## config.mk

```make
export PLATFORM = sky130hd
export DESIGN_NAME = div_32_flat
export DESIGN_NICKNAME = d
export VERILOG_FILES = /design/src/rtl/mdu_pkg.sv /design/src/rtl/div_32_if.sv /design/src/rtl/div_32_div_step.sv /design/src/rtl/div_32.sv /design/src/flat_wrapper.sv
export SDC_FILE = /design/constraint.sdc
export NUM_CORES = 1
export LEC_CHECK = 0
export ABC_AREA = 1
export BUFFER_PORTS_ARGS = -buffer_cell sky130_fd_sc_hd__clkbuf_2
export CORE_MARGIN = 1.5
export CORE_UTILIZATION = 40
export DETAILED_ROUTE_END_ITERATION = 10
export GPL_TIMING_DRIVEN = 0
export MAX_ROUTING_LAYER = met4
export PLACE_DENSITY_LB_ADDON = 0.08
export SETUP_SLACK_MARGIN = 0.05
export SYNTH_ARGS = -nofsm -noshare
export SYNTH_HDL_FRONTEND = slang
export SYNTH_SLANG_ARGS = --single-unit
export TNS_END_PERCENT = 1
```

## constraint.sdc

```tcl
create_clock -name clock -period 3 [get_ports clock]
set_clock_uncertainty 0.15 [all_clocks]
set_input_delay 0.3 -clock clock [delete_from_list [all_inputs] [get_ports clock]]
set_output_delay 0.3 -clock clock [all_outputs]
set_load 0.03 [all_outputs]
```

## src/rtl/mdu_pkg.sv

```systemverilog
// Shared definitions for the multiply/divide unit: widths, divider FSM states
// and the signed-overflow operand constant.
package mdu_pkg;

   localparam int WIDTH   = 32;
   localparam int COUNT_W = 5;

   localparam logic [WIDTH-1:0] INT_MIN = 32'h8000_0000;

   typedef enum logic [1:0] {
      IDLE = 2'd0,
      RUN  = 2'd1,
      FIX  = 2'd2,
      DONE = 2'd3
   } div_state_t;

   // Two's-complement magnitude; INT_MIN maps to itself, read as unsigned.
   function automatic logic [WIDTH-1:0] abs_val(input logic [WIDTH-1:0] v);
      return v[WIDTH-1] ? (~v + 1'b1) : v;
   endfunction

endpackage

```

## src/rtl/div_32_if.sv

```systemverilog
// Request/result bundle between the MDU issue logic and the 32-bit divider.
interface div_32_if;
   import mdu_pkg::*;

   logic             start;
   logic [WIDTH-1:0] dividend;
   logic [WIDTH-1:0] divisor;
   logic [WIDTH-1:0] quotient;
   logic [WIDTH-1:0] remainder;
   logic             exception;
   logic             ready;
   logic             busy;

   modport master (
      output start, dividend, divisor,
      input  quotient, remainder, exception, ready, busy
   );

   modport slave (
      input  start, dividend, divisor,
      output quotient, remainder, exception, ready, busy
   );

endinterface

```

## src/rtl/div_32_div_step.sv

```systemverilog
// One restoring shift-subtract iteration: shifts {R,Q} left, tries R-B and
// keeps the difference when it does not go negative.
module div_step
   import mdu_pkg::*;
(
   input  logic [WIDTH:0]   rem,
   input  logic [WIDTH-1:0] quo,
   input  logic [WIDTH-1:0] dvs,
   output logic [WIDTH:0]   rem_next,
   output logic [WIDTH-1:0] quo_next
);

   // One guard bit above the 33-bit remainder keeps the trial sign unambiguous.
   logic [WIDTH+1:0] shifted;
   logic [WIDTH+1:0] trial;

   assign shifted = {rem, quo[WIDTH-1]};
   assign trial   = shifted - {2'b00, dvs};

   always_comb begin
      rem_next = shifted[WIDTH:0];
      quo_next = {quo[WIDTH-2:0], 1'b0};
      if (!trial[WIDTH+1]) begin
         rem_next = trial[WIDTH:0];
         quo_next = {quo[WIDTH-2:0], 1'b1};
      end
   end

endmodule

```

## src/rtl/div_32.sv

```systemverilog
// Sequential 32-bit signed divider: magnitudes are divided with a restoring
// loop one bit per clock, then signs are reapplied in a single fix-up cycle.
//
//   state | meaning
//   IDLE  | waiting for start; divide-by-zero resolves here straight to DONE
//   RUN   | 32 restoring iterations, one quotient bit per clock
//   FIX   | sign correction and overflow override written to outputs
//   DONE  | ready pulse, results valid
module div_32
   import mdu_pkg::*;
(
   input  logic     clock,
   input  logic     reset_n,
   div_32_if.slave  bus
);

   div_state_t state, state_next;

   logic [WIDTH-1:0]   q_reg;
   logic [WIDTH-1:0]   b_reg;
   logic [WIDTH:0]     r_reg;
   logic [COUNT_W-1:0] count;
   logic               sign_q;
   logic               sign_r;
   logic               ovf;

   logic [WIDTH:0]     r_next;
   logic [WIDTH-1:0]   q_next;

   logic [WIDTH-1:0]   quotient;
   logic [WIDTH-1:0]   remainder;
   logic               exception;

   logic               accept;
   logic               div_zero;
   logic               last_iter;

   assign accept    = (state == IDLE) && bus.start;
   assign div_zero  = (bus.divisor == '0);
   assign last_iter = (count == COUNT_W'(WIDTH - 1));

   div_step u_step (
      .rem      (r_reg),
      .quo      (q_reg),
      .dvs      (b_reg),
      .rem_next (r_next),
      .quo_next (q_next)
   );

   always_ff @(posedge clock or negedge reset_n) begin
      if (!reset_n) begin
         state <= IDLE;
      end else begin
         state <= state_next;
      end
   end

   always_comb begin
      state_next = state;
      case (state)
         IDLE: begin
            if (bus.start) begin
               state_next = div_zero ? DONE : RUN;
            end
         end
         RUN: begin
            if (last_iter) begin
               state_next = FIX;
            end
         end
         FIX:     state_next = DONE;
         DONE:    state_next = IDLE;
         default: state_next = IDLE;
      endcase
   end

   always_ff @(posedge clock or negedge reset_n) begin
      if (!reset_n) begin
         q_reg     <= '0;
         b_reg     <= '0;
         r_reg     <= '0;
         count     <= '0;
         sign_q    <= 1'b0;
         sign_r    <= 1'b0;
         ovf       <= 1'b0;
         quotient  <= '0;
         remainder <= '0;
         exception <= 1'b0;
      end else begin
         case (state)
            IDLE: begin
               if (accept && div_zero) begin
                  quotient  <= '0;
                  remainder <= '0;
                  exception <= 1'b1;
               end else if (accept) begin
                  q_reg  <= abs_val(bus.dividend);
                  b_reg  <= abs_val(bus.divisor);
                  r_reg  <= '0;
                  count  <= '0;
                  sign_q <= bus.dividend[WIDTH-1] ^ bus.divisor[WIDTH-1];
                  sign_r <= bus.dividend[WIDTH-1];
                  ovf    <= (bus.dividend == INT_MIN) && (bus.divisor == '1);
               end
            end
            RUN: begin
               r_reg <= r_next;
               q_reg <= q_next;
               count <= count + 1'b1;
            end
            FIX: begin
               // INT_MIN / -1 is not representable; flag it with a fixed result.
               if (ovf) begin
                  quotient  <= INT_MIN;
                  remainder <= '0;
                  exception <= 1'b1;
               end else begin
                  quotient  <= sign_q ? (~q_reg + 1'b1) : q_reg;
                  remainder <= sign_r ? (~r_reg[WIDTH-1:0] + 1'b1) : r_reg[WIDTH-1:0];
                  exception <= 1'b0;
               end
            end
            default: begin
            end
         endcase
      end
   end

   // The remainder never reaches 2^32 after a completed pass, so its MSB is dead.
   logic unused_r_msb;
   assign unused_r_msb = r_reg[WIDTH];

   assign bus.quotient  = quotient;
   assign bus.remainder = remainder;
   assign bus.exception = exception;
   assign bus.ready     = (state == DONE);
   assign bus.busy      = (state != IDLE);

endmodule

```

## src/flat_wrapper.sv

```systemverilog
// flat-port wrapper written by rule: the top's interface ports become plain ports
module div_32_flat import mdu_pkg::*;
  (clock, reset_n, bus_start, bus_dividend, bus_divisor, bus_quotient, bus_remainder, bus_exception, bus_ready, bus_busy);
  div_32_if bus_i ();
  input  logic clock;
  input  logic reset_n;
  input wire logic [$bits(bus_i.start)-1:0] bus_start;
  input wire logic [$bits(bus_i.dividend)-1:0] bus_dividend;
  input wire logic [$bits(bus_i.divisor)-1:0] bus_divisor;
  output wire logic [$bits(bus_i.quotient)-1:0] bus_quotient;
  output wire logic [$bits(bus_i.remainder)-1:0] bus_remainder;
  output wire logic [$bits(bus_i.exception)-1:0] bus_exception;
  output wire logic [$bits(bus_i.ready)-1:0] bus_ready;
  output wire logic [$bits(bus_i.busy)-1:0] bus_busy;
  assign bus_i.start = bus_start;
  assign bus_i.dividend = bus_dividend;
  assign bus_i.divisor = bus_divisor;
  assign bus_quotient = bus_i.quotient;
  assign bus_remainder = bus_i.remainder;
  assign bus_exception = bus_i.exception;
  assign bus_ready = bus_i.ready;
  assign bus_busy = bus_i.busy;
  div_32 u_core (.clock(clock), .reset_n(reset_n), .bus(bus_i));
endmodule
```

==> out/results.ini <==
[status]
status=finished clean

[cells_and_area]
fillers=3658
area_delta_synth_final_pct=14.0
final_util=0.461
fin_nets=2336
drive_gt1_frac=0.120
num_antenna_cells=0
fin_area_um2=15400
multiInputGateArea_um2=7740
largest_reg_flops=33
seqCellArea_um2=4300

[floorplanning]
design.core.area_um2=33400
initial_core_util=0.405
placementRows=67
dieArea_um2=34900
die_y_um=187
ioPinCount=134
die_w_um=187

[synth]
synth.net_count=2180
synth_edf_count=0
synthesis.area_um2=13500
synth_top_cells_by_count=685 x nand2_1, 272 x inv_1, 233 x nand3_1, 172 x dfrtp_1, 160 x nor2_1
syn_area_per_cell_um2=6.53
ys_ff_latch=172
synth_seq_area_share=0.319
async_reset_ff_frac=1.00
synthTopCellsByArea=dfrtp_1 32%, nand2_1 19%, nand3_1 8.6%
synthFlopType=dfrtp_1
yosys_warnings=0
yosys.cell_types.count=49
synth_top_cell_by_area=dfrtp_1
netlist.area_leader.share=0.319
post-synth-top-count-cell=nand2_1
synthCells=2069

[timing]
setup_slack_ns=0.225
maxSlewViolCount=0
period_needed_ns=2.78
period_share=0.925
setup_viol=0
rsz0062_at_grt=false
max_freq_mhz=360
finalSetupTns_ns=0
max-slew-margin-rel=0.510
hold_violations=0
tightest_slew_ns=0.736
timing.hold.ws_ns=0.0267

[worst_setup_path]
crit_arrival_ns=2.95
crit_path_frequent_cell=nand2_1
crit_buf_inv=2
critPathLaunchType=register
worstPathCellList=inv_2 > ha_1 > inv_1 > fa_1 > nand2_1 > nand2_1 > nand3_1 > nand2_1 > nand2_1 > nand2_1 > nand2_1 > nand3b_1 > nand2_1 > nand3_1 > nand3_1 > nand2_1
crit_path_max_fanout=4
slowest_delay_ns=0.46
required_ns=3.18
critPathKind=register to register
worst_path_dominant_cell_family=simple AND/OR/NAND/NOR gates
end_kind=register
critical_path.slowest_cell=fa_1

[hold_path]
min-delay-path-class=input port to register

[grt]
grt_overflow=0
grt_max_degree=89
grt_usage=0.261
grt_pass1_vias=12643
grt_pass1_wl_um=69900
antenna_found_initial=0

[flow_run]
cap_violations=0

[detailed_routing]
antenna_left=0
wl_per_cell_um=16.2
vias=13378
finalWirelength_um=43600
drtIter0Drc=885
first_pass_iters=5
post-route-drc-count=0
drt-vias-per-instance=4.98

[placed_design]
gp_congestion=0.935
pre_cts_slack_ns=0.184
postPlaceCellArea_um2=14800
dp_hpwl_um=35700
placement.io_buffers=133

[clock_tree]
cts_tree=built
clock_path_buffers=2
cts-htree-levels=4
clockRootBuffer=clkbuf_16
clk_pin_slew_worst_paths_ns=0.08
cts_sinks=172
cts_buffers=17
clk-insertion-delay-late_ns=0.45

[pwr]
powerDensity_nw_per_um2=1300
p_leak_nw=8.25
ir_drop_mv=0.500

-- kinds of logic after synthesis --
logic type,count (synthesis),synth area share
xor+xnor,101,0.0655
simple gates,1211,0.389
buf+inv,345,0.108
fa+ha+maj,44,0.0413
flops,172,0.319
compound gates,196,0.0769
-- worst paths after layout --
check                                         startpoint                       end  slack (ns)  cells past startpoint
worst max-delay path                    u_core.q_reg[31]          u_core.r_reg[22]        0.22                     16
worst min-delay path                     bus_divisor[26]          u_core.b_reg[26]        0.03                      4
worst max register to register          u_core.q_reg[31]          u_core.r_reg[22]        0.22                     16
worst min register to register  u_core.bus.remainder[28]  u_core.bus.remainder[28]        0.33                      2
max in group asynchronous                        reset_n           u_core.r_reg[2]        1.53                      3
min in group asynchronous                        reset_n   u_core.bus.quotient[16]        0.30                      2
-- routing by layer --
| layer | vias up | global-route usage | share of wire |
|---|---|---|---|
| li1 | 6893 | - | - |
| met1 | 6118 | 0.391 | 0.52 |
| met2 | 339 | 0.378 | 0.42 |
| met3 | 28 | 0.0280 | 0.046 |
| met4 | 0 | 0.0524 | 0.013 |
| met5 | - | - | 0 |
-- placed cells by master (no fill, tap or decap), drive strengths merged, types with 7 or more instances in the layout --
master / instances
a21oi: 41
buf: 49
clkbuf: 167
clkinv: 7
dfrtp: 172
ha: 43
inv: 285
nand2: 694
nand3: 239
nand3b: 12
nand4: 35
nor2: 174
nor3: 33
o21ai: 137
or2: 8
xnor2: 29
xor2: 72
-- area by class of cell --
| type | count | share of cell area |
|---|---|---|
| clock inverter | 14 | 0.0106 |
| clock buffer | 18 | 0.0285 |
| buffer | 64 | 0.0262 |
| inverter | 281 | 0.0685 |
| multi-input combinational | 1552 | 0.503 |
| tap | 448 | 0.0364 |
| sequential | 172 | 0.280 |
| timing repair buffer | 137 | 0.0475 |
-- worst min-delay path, stage by stage --
cell	delay (ns)
clkbuf_2	0.11
nand2_1	0.05
nand3_1	0.08
nand2_1	0.05
-- power by group --
part           switching, mW  internal (mW)
Sequential              1.10           3.25
Combinational           8.90           4.45
Clock                   1.07           1.27
-- repair_timing --
item                                    in CTS  in global routing
hold buffers                                 3                  0
endpoints found under the setup margin       0                  2
endpoints found under the hold margin       86                  0
setup buffers                                0                  0
gates resized for setup                      0                  1
-- through the flow --
stage,cells,power [mW]
floorplan,2069,13.8
global placement,2650,17.4
detailed placement,2651,17.6
CTS,2686,20.0
global route,2686,22.0
finish,2686,20.0
Power figures use the tool's default switching activity.
